<file path="config.mk">
export PLATFORM = sky130hd
export DESIGN_NAME = data_ram_arbiter
export DESIGN_NICKNAME = d
export VERILOG_FILES = /design/src/rtl/data_ram_arbiter.sv
export SDC_FILE = /design/constraint.sdc
export NUM_CORES = 1
export LEC_CHECK = 0
export ABC_AREA = 1
export BUFFER_PORTS_ARGS = -buffer_cell sky130_fd_sc_hd__clkbuf_2
export CORE_MARGIN = 1
export CORE_UTILIZATION = 48
export CTS_BUF_LIST = sky130_fd_sc_hd__clkbuf_2
export DETAILED_ROUTE_END_ITERATION = 8
export GPL_TIMING_DRIVEN = 0
export HOLD_SLACK_MARGIN = 0.02
export PLACE_DENSITY = 0.91
export REMOVE_ABC_BUFFERS = 1
export SYNTH_ARGS = -nofsm -noshare
export SYNTH_HDL_FRONTEND = slang
export SYNTH_SLANG_ARGS = --single-unit
</file>
<file path="constraint.sdc">
create_clock -name clk -period 4.8 [get_ports clk]
set_input_delay 1.2 -clock clk [delete_from_list [all_inputs] [get_ports clk]]
set_output_delay 1.2 -clock clk [all_outputs]
set_load 0.05 [all_outputs]
</file>
<file path="src/rtl/data_ram_arbiter.sv">
// rtl/data_ram_arbiter.sv - two-port arbiter for the single-port data RAM
// Optional macro DATA_RAM_ARB_RR_EN selects round-robin arbitration; fixed A priority otherwise.
module data_ram_arbiter #(
  parameter int BIT_WIDTH = 32,
  parameter int DELAY     = 0
) (
  input  logic                 clk,
  input  logic                 rst,
  input  logic                 a_req,
  input  logic                 a_wren,
  input  logic [7:0]           a_addr,
  input  logic [BIT_WIDTH-1:0] a_data,
  input  logic                 a_isSigned,
  input  logic [1:0]           a_dataSize,
  output logic                 a_gnt,
  output logic                 a_rvalid,
  output logic [BIT_WIDTH-1:0] a_q,
  input  logic                 b_req,
  input  logic                 b_wren,
  input  logic [7:0]           b_addr,
  input  logic [BIT_WIDTH-1:0] b_data,
  input  logic                 b_isSigned,
  input  logic [1:0]           b_dataSize,
  output logic                 b_gnt,
  output logic                 b_rvalid,
  output logic [BIT_WIDTH-1:0] b_q,
  output logic [BIT_WIDTH-1:0] ram_data,
  output logic [7:0]           ram_addr,
  output logic                 ram_wren,
  output logic                 ram_isSigned,
  output logic [1:0]           ram_dataSize,
  input  logic [BIT_WIDTH-1:0] ram_q,
  output logic                 busy
);

  localparam logic [1:0] S_IDLE    = 2'd0;
  localparam logic [1:0] S_ACCESS  = 2'd1;
  localparam logic [1:0] S_WAIT    = 2'd2;
  localparam logic [1:0] S_CAPTURE = 2'd3;

  localparam int CW = (DELAY > 0) ? $clog2(DELAY + 1) : 1;

  logic [1:0]    state;
  logic [CW-1:0] cnt;
  logic          last_winner;  // 1 = port B
  logic          owner;        // 1 = port B
  logic          any_req;
  logic          pick_b;
  logic          grant;

  always_comb begin
    any_req = a_req | b_req;
`ifdef DATA_RAM_ARB_RR_EN
    pick_b  = b_req & (~a_req | ~last_winner);
`else
    pick_b  = b_req & ~a_req;
`endif
    // gnt is gated by rst so that every output reads 0 while reset is held
    grant   = (state == S_IDLE) & any_req & ~rst;
  end

  assign a_gnt = grant & ~pick_b;
  assign b_gnt = grant & pick_b;
  assign busy  = (state != S_IDLE);

  always_ff @(posedge clk or posedge rst) begin
    if (rst) begin
      state        <= S_IDLE;
      cnt          <= '0;
      last_winner  <= 1'b1;
      owner        <= 1'b0;
      ram_data     <= '0;
      ram_addr     <= '0;
      ram_wren     <= 1'b0;
      ram_isSigned <= 1'b0;
      ram_dataSize <= 2'd0;
      a_rvalid     <= 1'b0;
      b_rvalid     <= 1'b0;
      a_q          <= '0;
      b_q          <= '0;
    end else begin
      a_rvalid <= 1'b0;
      b_rvalid <= 1'b0;
      case (state)
        S_IDLE: begin
          ram_wren <= 1'b0;
          if (any_req) begin
            ram_addr     <= pick_b ? b_addr     : a_addr;
            ram_data     <= pick_b ? b_data     : a_data;
            ram_wren     <= pick_b ? b_wren     : a_wren;
            ram_isSigned <= pick_b ? b_isSigned : a_isSigned;
            ram_dataSize <= pick_b ? b_dataSize : a_dataSize;
            owner        <= pick_b;
            last_winner  <= pick_b;
            state        <= S_ACCESS;
          end
        end
        S_ACCESS: begin
          // ram_wren still holds the captured store flag during this cycle
          ram_wren <= 1'b0;
          if (ram_wren) begin
            state <= S_IDLE;
          end else if (DELAY == 0) begin
            state <= S_CAPTURE;
          end else begin
            cnt   <= CW'(DELAY);
            state <= S_WAIT;
          end
        end
        S_WAIT: begin
          cnt <= cnt - 1'b1;
          if (cnt == CW'(1)) begin
            state <= S_CAPTURE;
          end
        end
        S_CAPTURE: begin
          if (owner) begin
            b_q      <= ram_q;
            b_rvalid <= 1'b1;
          end else begin
            a_q      <= ram_q;
            a_rvalid <= 1'b1;
          end
          state <= S_IDLE;
        end
        default: state <= S_IDLE;
      endcase
    end
  end

endmodule

</file>
# Yosys cells after proc, flatten, opt, wreduce, memory -nomap -nowiden
# Index checks and enable logic that the tools add are counted.
[totals] regBits=114 latch_bits=0 ram_bits=0 mem_bits_ro=0 in_bits=124 out_inout_bits=113 elab_cells=50 mem_count=0
[op_classes] addsub=1 n_mul=0 div_mod_pow=0 magnitude_cmp=0 eq_ne=5 n_shift=0 muxes=15 bitwise=10 n_reduce_logical=7
[ops] operator="$mux 32" n=1
[ops] operator="$mux 2" n=4
[ops] operator="$mux 8" n=1
[ops] operator="$pmux 2 s4" n=1
[ops] operator="$reduce_and 2->1" n=4
[ops] operator="$mux 1" n=7
[ops] operator="$and 1x1->1" n=5
[ops] operator="$eq 2x2->1 const B" n=2
[ops] operator="$ne 2x2->1 const B" n=2
[ops] operator="$not 1->1" n=4
[ops] operator="$reduce_bool 2->1" n=2
[ops] operator="$eq 2x1->1 const B" n=1
[ops] operator="$logic_not 2->1" n=1
[ops] operator="$pmux 1 s2" n=1
[ops] operator="$or 1x1->1" n=1
[ops] operator="$sub 1x1->1 const B" n=1

# Logic depth before layout (Yosys ltp)
# Gate-level depths: netlist of run 1.
[logic_depth] depth_word=5 ltp_mapped=7 depth_no_buf=6

# Worst setup path before layout of run 1
# No wires, ideal clock.
[synth_path] path_kind="input -> output" startpoint="input port a_req" endpoint="output port a_gnt" t_arrival_ps=2555 t_required_ps=3600 slack_ps=1045 cell_stages=3 n_path_buf=1 path_cell_list="inv_2 > clkbuf_1 > nor3_1"
[synth_between] elab_chain_len=4 elab_cells_between_ends=7 cone_classes="bitwise (7)"
[synth_rtl] item="start, declared" line="9" text="input logic a_req,"
[synth_rtl] item="$or 1x1->1 or $not 1->1 (tied branches)" line="52, 56"
[synth_rtl] item="$and 1x1->1 (on tied branches)" line="59, 56"
[synth_rtl] item="$and 1x1->1 or $not 1->1 (tied branches)" line="59, 62"
[synth_rtl] item="$and 1x1->1 (*)" line="62" text="assign a_gnt = grant & ~pick_b;"
[synth_rtl] item="end, declared" line="15" text="output logic a_gnt,"
# Every way passes the cells marked *; elsewhere a longest branch is shown, timed or not.

# Final worst setup path of run 1
[layout_path] startpoint="input port b_req" endpoint="output port b_gnt"
[layout_between] elab_chain_len=4 elab_cells_between_ends=5 cone_classes="bitwise (5)"
[layout_rtl] item="start, declared" line="18" text="input logic b_req,"
[layout_rtl] item="$or 1x1->1" line="52" text="any_req = a_req | b_req;"
[layout_rtl] item="$and 1x1->1 (2 in a row)" line="59" text="grant = (state == S_IDLE) & any_req & ~rst;"
[layout_rtl] item="$and 1x1->1 (*)" line="63" text="assign b_gnt = grant & pick_b;"
[layout_rtl] item="end, declared" line="24" text="output logic b_gnt,"
# Marks and branches as above.

==> flow_summary.json, run 1 <==
{
  "status": "finished clean",
  "pwr-share-seq": 0.306,
  "slowest_delay_ns": 0.75,
  "switchingPower_uw": 3089,
  "skew_ns": 0.03617,
  "p_comb_frac": 0.568,
  "synth_area_leaders": "dfrtp_1 56%, nand2_1 21%, nand3_1 4.7%, o21ai_2 4.1%, o21ai_1 4.0%",
  "fin_crit_ns": 4.306,
  "fin_cells": 976,
  "grt_pass1_vias": 4475,
  "leakage_uw": 0.003942,
  "portBuffers": 236,
  "clock_latency_ns": 0.65,
  "synth_compound_area_frac": 0.08280,
  "hp-class": "reg -> reg",
  "synth_top_family_by_area": "simple AND/OR/NAND/NOR gates",
  "pwr-share-clk": 0.126,
  "crit_top_cell": "clkbuf_2",
  "ys_ff_latch": 114,
  "cts_resized": 0,
  "slowest_stage": "clkbuf_2",
  "layout-drive-gt1-share": 0.3631,
  "worst_setup_path_start_kind": "input pin",
  "r2r_slack_ns": 3.03,
  "die_area_sq_um": 10990,
  "post_cts_buffers": 0,
  "syn_inst": 602,
  "slew_viol_final": 0,
  "syn_area_per_cell_sq_um": 8.434,
  "dpl.hpwl_um": 8838,
  "design_area_sq_um": 6576,
  "core_area_sq_um": 10280,
  "setup_viol": 0,
  "dp_cells": 944,
  "wl_per_cell_um": 12.70,
  "gp_congestion": 0.8369,
  "grt_usage": 0.2374,
  "synthXorXnorAreaFrac": 0,
  "grt_max_degree": 66,
  "drt_iter0_drc": 245,
  "cts_buffers": 17,
  "p_total_uw": 5512,
  "antenna_found_initial": 0,
  "pin_count": 237,
  "netlist.area_leader.share": 0.5619,
  "firstDrtPassIters": 4,
  "vias_per_cell": 4.801,
  "rsz0062_at_grt": "false",
  "crit_start": "b_req",
  "cts.sinks": 114,
  "syn_area_sq_um": 5077,
  "hp-start": "cnt$_DFFE_PP0N_",
  "synth_top_area_cell": "dfrtp_1",
  "die_y_um": 104.9,
  "cts-htree-levels": 4,
  "clock.fmax_mhz": 232.2,
  "muxShareOfSynthArea": 0,
  "wirelength_um": 12390,
  "die_x_um": 104.9,
  "cts.hold.buffers_added": 0,
  "yosysSeqAreaShare": 0.5619,
  "placementRows": 37,
  "crit_chain": "clkbuf_2, nand2_4, inv_1, nand2_1, nor2_1, clkbuf_2",
  "yosys_warnings": 0,
  "grt_pass1_wl_um": 20560,
  "synth_fa_ha_area_frac": 0,
  "power_density_nw_per_um2": 838.2,
  "overflow": 0,
  "cts_tree": "yes",
  "critPathKind": "in -> out",
  "dpl_cell_area_sq_um": 6302,
  "cp_max_fo": 46,
  "insertedDiodeCount": 0,
  "num-nets-final": 951,
  "min_delay_path_depth": 2,
  "clkTransAtPathRegs_ns": 0.15,
  "hold_violations": 0,
  "endpoint_kind": "primary output",
  "start_util": 0.4940,
  "synthSimpleGateAreaFrac": 0.2750,
  "ant_nets": 0,
  "swShare": 0.5604,
  "crit_arrival_ns": 3.11,
  "relSlewSlack": 0.3221,
  "hold_slack_ns": 0.4948,
  "drc": 0,
  "root_buffer": "clkbuf_2",
  "cp.required_ns": 3.60,
  "p_int_uw": 2423,
  "drv_cap": 0,
  "rr_startpoint": "state[1]$_DFFE_PP0P_",
  "reg2reg_depth": 3,
  "synth_cell_types": 20,
  "postLayoutCoreUtil": 0.6399,
  "ir_drop_v": 0.0004695,
  "clk_path_buf_depth": 2,
  "area_growth_pct": 29.52,
  "worstMarginPinSlew_ns": 1.017,
  "via_count": 4686,
  "period_share": 0.8971
}
## placed cells by master, fill, tap and decap left out, types with 2 or more instances in the layout
cell	netlist	final
clkinv_4	0	4
inv_6	0	2
o21ai_1	41	41
nand3b_1	2	2
dfrtp_1	114	114
clkinv_2	0	2
nand3_1	48	47
bufinv_16	0	3
buf_8	0	2
clkinvlp_4	0	2
nor2_1	2	2
buf_16	0	2
o21ai_2	24	23
inv_2	2	2
nand2_1	289	289
clkbuf_2	0	254
inv_1	39	38
## final cells by class
| cell class | count | area, sq um |
|---|---|---|
| multi-input combinational | 412 | 1842 |
| sequential | 114 | 2853 |
| timing repair buffer | 241 | 1286 |
| clock inverter | 14 | 178.9 |
| clock buffer | 18 | 90.09 |
| inverter | 41 | 156.4 |
| fill | 901 | 3701 |
| tap | 136 | 170.2 |
## state kept, by name, indices dropped and copies added, names as in the netlist
name and flops:
a_q 32, b_q 32, ram_data 32, ram_addr 8, ram_dataSize 2, state 2
a_rvalid 1, b_rvalid 1, cnt 1, owner 1, ram_isSigned 1, ram_wren 1
## cell families after synthesis
family / Yosys count
flops: 114
simple gates: 346
compound gates: 66
buf+inv: 76
## worst max-delay path, delay by kind of cell
| family | cells | cell delay [ns] |
|---|---|---|
| and+or+nand+nor | 3 | 0.68 |
| buffers and inverters | 3 | 1.22 |
## power by group through the flow
| stage | clock network, uW | logic, uW | registers (uW) |
|---|---|---|---|
| 5_1_grt | 755 | 3310 | 1740 |
| 2_1_floorplan | 0 | 781 | 3220 |
| 3_5_place_dp | 0 | 3150 | 1700 |
| 4_1_cts | 709 | 3150 | 1690 |
| 3_3_place_gp | 0 | 3040 | 1680 |
| 6_report | 694 | 3130 | 1690 |
## routing by layer
metal,global-route usage,wire length (um)
met1,0.2856,5218
met3,0.05802,570
met5,0,0
met4,0.1127,396
met2,0.4007,6209
## synthesized netlist by cell type, drive strengths merged
cell,instances
o21ai,65
inv,41
nand2,290
a21oi,1
clkbuf,6
nor2,5
buf,29
nand3,48
nand3b,2
nor3,1
dfrtp,114
## worst paths after layout
kind | end
min in group asynchronous | a_q[7]$_DFFE_PP0P_
max reg2reg | b_q[13]$_DFFE_PP0P_
min | cnt$_DFFE_PP0N_
max in group asynchronous | b_q[17]$_DFFE_PP0P_
min reg2reg | cnt$_DFFE_PP0N_
max | b_gnt
## stage by stage
step                setup slack (ns)  setup TNS, ns
floorplan                     0.5843              0
global placement             -0.6792         -76.64
detailed placement            0.2358              0
CTS                           0.2260              0
global route                  0.2591              0
finish                        0.4940              0
No activity file was read; power rests on OpenSTA's default activity.
==> run 2, diff against run 1 <==
Settings changed: CELL_PAD_IN_SITES_DETAIL_PLACEMENT set to 1, CELL_PAD_IN_SITES_GLOBAL_PLACEMENT set to 1, CORE_UTILIZATION 48 to 34.
==> flow_summary.json, run 2 (synthesis results as in run 1) <==
{
  "fin_crit_ns": 4.469,
  "cts-htree-levels": 4,
  "p_int_uw": 2539,
  "die_y_um": 124.2,
  "grt_usage": 0.2137,
  "cts_buffers": 17,
  "die_x_um": 124.2,
  "relSlewSlack": 0.2627,
  "grt_pass1_vias": 5086,
  "clkTransAtPathRegs_ns": 0.16,
  "postLayoutCoreUtil": 0.4608,
  "power_density_nw_per_um2": 852.8,
  "root_buffer": "clkbuf_2",
  "endpoint_kind": "primary output",
  "area_growth_pct": 31.91,
  "final.setup.tns_ns": 0,
  "slew_viol_final": 0,
  "portBuffers": 236,
  "dp_cells": 992,
  "via_count": 4808,
  "final_cell_mix": "289 x nand2_1, 254 x clkbuf_2, 114 x dfrtp_1",
  "placementRows": 44,
  "skew_ns": 0.03342,
  "hold_violations": 0,
  "start_util": 0.3493,
  "cts_tree": "yes",
  "final_common_cell": "nand2_1",
  "antenna_found_initial": 0,
  "ir_drop_v": 0.0002478,
  "worst_setup_path_start_kind": "input pin",
  "cp_max_fo": 46,
  "crit_arrival_ns": 3.27,
  "layout-drive-gt1-share": 0.3631,
  "gp_congestion": 0.7420,
  "grt_pass1_wl_um": 25970,
  "p_total_uw": 5712,
  "hp-class": "reg -> reg",
  "vias_per_cell": 4.695,
  "switchingPower_uw": 3173,
  "fin_ws_ns": 0.3312,
  "leakage_uw": 0.003963,
  "pwr-share-clk": 0.143,
  "pwr-share-seq": 0.298,
  "cts.sinks": 114,
  "core_area_sq_um": 14530,
  "wl_per_cell_um": 15.19,
  "worstMarginPinSlew_ns": 1.106,
  "rsz0062_at_grt": "false",
  "firstDrtPassIters": 4,
  "post_cts_buffers": 0,
  "dpl.hpwl_um": 11090,
  "insertedDiodeCount": 0,
  "swShare": 0.5555,
  "drv_cap": 0,
  "drt_iter0_drc": 226,
  "clock_latency_ns": 0.70,
  "clk_path_buf_depth": 2,
  "grt_max_degree": 66,
  "fin_cells": 1024,
  "overflow": 0,
  "num-nets-final": 951,
  "drc": 0,
  "setup_viol": 0,
  "clock.fmax_mhz": 223.8,
  "r2r_slack_ns": 3.01,
  "p_comb_frac": 0.559,
  "status": "finished clean",
  "die_area_sq_um": 15430,
  "wirelength_um": 15560,
  "period_share": 0.9310,
  "reg_top3": "a_q (32), b_q (32), ram_data (32)",
  "post-place-ws_ns": 0.01689,
  "critPathKind": "in -> out",
  "cp.required_ns": 3.60,
  "ant_nets": 0,
  "pin_count": 237
}
## run 2: cell count changes in the layout (fill, tap and decap cells not counted)
cell and change:
inv_4 -1, clkinvlp_4 +1, clkinv_2 -2, inv_6 +3, buf_8 -1, inv_8 -1, buf_16 +1, bufinv_16 +2
clkinv_4 -2
## run 2: path summary, 6_finish.rpt
kind                                               start                       end  cells past startpoint
worst max-delay path                               b_req                     b_gnt                      6
worst min-delay path            ram_data[16]$_DFFE_PP0P_  ram_data[16]$_DFFE_PP0P_                      2
worst max register to register      state[1]$_DFFE_PP0P_       b_q[15]$_DFFE_PP0P_                      3
worst min register to register  ram_data[16]$_DFFE_PP0P_  ram_data[16]$_DFFE_PP0P_                      2
max in group asynchronous                            rst   ram_data[6]$_DFFE_PP0P_                      3
min in group asynchronous                            rst       b_q[26]$_DFFE_PP0P_                      2
## run 2: metal layers
layer	GRT usage	vias to the layer above	share of wire	wire length (um)
li1	-	2328	-	-
met1	0.2434	2295	0.40	6170
met2	0.3692	160	0.52	8077
met3	0.06422	25	0.062	968
met4	0.09142	0	0.022	342
met5	0	-	0	0
## run 2: what timing repair did
| item | in CTS | in global routing |
|---|---|---|
| hold buffers | 0 | 0 |
| resized for setup | 0 | 1 |
| endpoints found under the setup margin | 0 | 1 |
## run 2: cell type report
class | count | area, sq um
Timing Repair Buffer | 241 | 1299
Inverter | 41 | 158.9
Multi-Input combinational cell | 412 | 1842
Clock inverter | 14 | 225.2
Sequential cell | 114 | 2853
Clock buffer | 18 | 90.09
Fill cell | 1831 | 7836
Tap cell | 184 | 230.2
## run 2: metrics by stage
step	cell area [sq um]	hold slack, ns
2_1_floorplan	4823	0.4412
3_3_place_gp	6235	0.4545
6_report	6698	0.5003
5_1_grt	6698	0.4994
4_1_cts	6693	0.4582
3_5_place_dp	6377	0.4642
## run 2: power groups by stage
stage,sequential (uW),clock (uW),combinational (uW)
after CTS,1710,842,3230
after detailed placement,1720,0,3220
final,1700,815,3200
after global placement,1680,0,3080
after floorplan,3220,0,781
after global routing,1760,876,3390
## run 2: critical path: stages
cell      delay (ns)
clkbuf_2        0.81
nand2_4         0.54
inv_1           0.19
nand2_1         0.11
nor2_1          0.10
clkbuf_2        0.29
==> run 3, diff against run 2 <==
Settings changed: BUFFER_PORTS_ARGS -buffer_cell sky130_fd_sc_hd__clkbuf_2 to unset, CORE_UTILIZATION 34 to 45, DONT_BUFFER_PORTS set to 1, GPL_ROUTABILITY_DRIVEN set to 0, PLACE_DENSITY 0.91 to 0.89.
==> flow_summary.json, run 3 (synthesis results as in run 1) <==
{
  "area_growth_pct": 5.027,
  "fin_crit_ns": 4.573,
  "drc": 0,
  "cp.required_ns": 3.60,
  "hold_violations": 0,
  "overflow": 0,
  "grt_pass1_vias": 3882,
  "ir_drop_v": 0.0004177,
  "rr_startpoint": "state[1]$_DFFE_PP0P_",
  "rr_endpoint": "a_q[13]$_DFFE_PP0P_",
  "crit_start": "a_req",
  "die_y_um": 108.2,
  "die_x_um": 108.2,
  "worstMarginPinSlew_ns": 1.471,
  "clkTransAtPathRegs_ns": 0.17,
  "clk_path_buf_depth": 2,
  "start_util": 0.4643,
  "drv_cap": 1,
  "cts_tree": "yes",
  "wirelength_um": 12490,
  "via_count": 3860,
  "dpl.hpwl_um": 8965,
  "cts_buffers": 17,
  "core_area_sq_um": 10940,
  "reg_top3": "a_q (32), b_q (32), ram_data (32)",
  "violations": "capacitance limit",
  "root_buffer": "clkbuf_2",
  "worst_setup_path_start_kind": "input pin",
  "dpl_cell_area_sq_um": 5099,
  "skew_ns": 0.02081,
  "ant_nets": 0,
  "leakage_uw": 0.002910,
  "layout-drive-gt1-share": 0.1047,
  "clock_latency_ns": 0.60,
  "endpoint_kind": "primary output",
  "period_share": 0.9528,
  "cts-htree-levels": 4,
  "final.setup.tns_ns": 0,
  "rsz0062_at_grt": "false",
  "status": "complete, but fails checks",
  "grt_usage": 0.2203,
  "firstDrtPassIters": 4,
  "drt_iter0_drc": 188,
  "slew_viol_final": 0,
  "placementRows": 38,
  "critPathKind": "in -> out",
  "portBuffers": 0,
  "antenna_found_initial": 0,
  "hp-class": "in -> async",
  "post-place-ws_ns": 0.1482,
  "cts_resized": 0,
  "vias_per_cell": 5.202,
  "reg2reg_depth": 5,
  "crit_path_end": "b_gnt",
  "post_cts_buffers": 0,
  "num-nets-final": 714,
  "power_density_nw_per_um2": 933.3,
  "wl_per_cell_um": 16.83,
  "final_cell_mix": "289 x nand2_1, 114 x dfrtp_1, 47 x nand3_1",
  "die_area_sq_um": 11710,
  "insertedDiodeCount": 0,
  "fin_ws_ns": 0.2268,
  "hold_slack_ns": 0.4977,
  "cts.sinks": 114,
  "design_area_sq_um": 5333,
  "cts.hold.buffers_added": 0,
  "crit_arrival_ns": 3.37,
  "grt_pass1_wl_um": 19820,
  "clock.fmax_mhz": 218.7,
  "cp_max_fo": 45,
  "relSlewSlack": 0.01151,
  "p_total_uw": 4977,
  "pin_count": 237,
  "grt_max_degree": 71,
  "r2r_slack_ns": 2.96,
  "final_common_cell": "nand2_1",
  "setup_viol": 0
}
==> run 3: cell count changes in the layout (fill, tap and decap cells not counted), moves of 2 or more <==
| cell | change |
|---|---|
| clkbuf_2 | -236 |
| clkinv_1 | +4 |
| buf_16 | -2 |
| inv_6 | -5 |
| bufinv_16 | -2 |
| clkinv_2 | +3 |
==> run 3: per-layer routing <==
layer  global-route usage  vias to the layer above  part of all wire
li1                     -                     1853                 -
met1               0.2567                     1813              0.40
met2               0.3685                      179              0.48
met3              0.08077                       15             0.098
met4              0.08513                        0             0.015
met5                    0                        -                 0
==> run 3: worst min-delay path by stage <==
stage | startpoint | endpoint | slack (ns) | cells after the start
after floorplan | cnt$_DFFE_PP0N_ | cnt$_DFFE_PP0N_ | 0.44 | 2
after global placement | cnt$_DFFE_PP0N_ | cnt$_DFFE_PP0N_ | 0.46 | 2
after detailed placement | cnt$_DFFE_PP0N_ | cnt$_DFFE_PP0N_ | 0.46 | 2
after CTS | rst | ram_data[23]$_DFFE_PP0P_ | 0.45 | 1
after global routing | rst | ram_data[4]$_DFFE_PP0P_ | 0.46 | 1
final | rst | ram_data[23]$_DFFE_PP0P_ | 0.50 | 1
==> run 3: final cells by class <==
class                      instances  area [sq um]
multi-input combinational        412          1837
fill                            1304          5603
tap                              140         175.2
inverter                          41         156.4
clock buffer                      18         90.09
clock inverter                    13         143.9
sequential                       114          2853
timing repair buffer               4         77.57
==> run 3: through the flow <==
step	std cells	utilization
CTS	742	0.4876
global placement	707	0.4571
global route	742	0.4876
finish	742	0.4876
floorplan	567	-
detailed placement	711	0.4662
==> run 3: report_power, final <==
part	leakage, uW	switching [uW]	internal, uW
Sequential	0.00141	1950	1390
Clock	0.000140	353	280
Combinational	0.00136	643	361
Total	0.00291	2940	2030
==> run 3: critical path, stage by stage <==
cell and delay, ns:
inv_2 0.49, nand2_2 0.67, inv_1 0.22, nand2_1 0.11
nor2_1 0.68
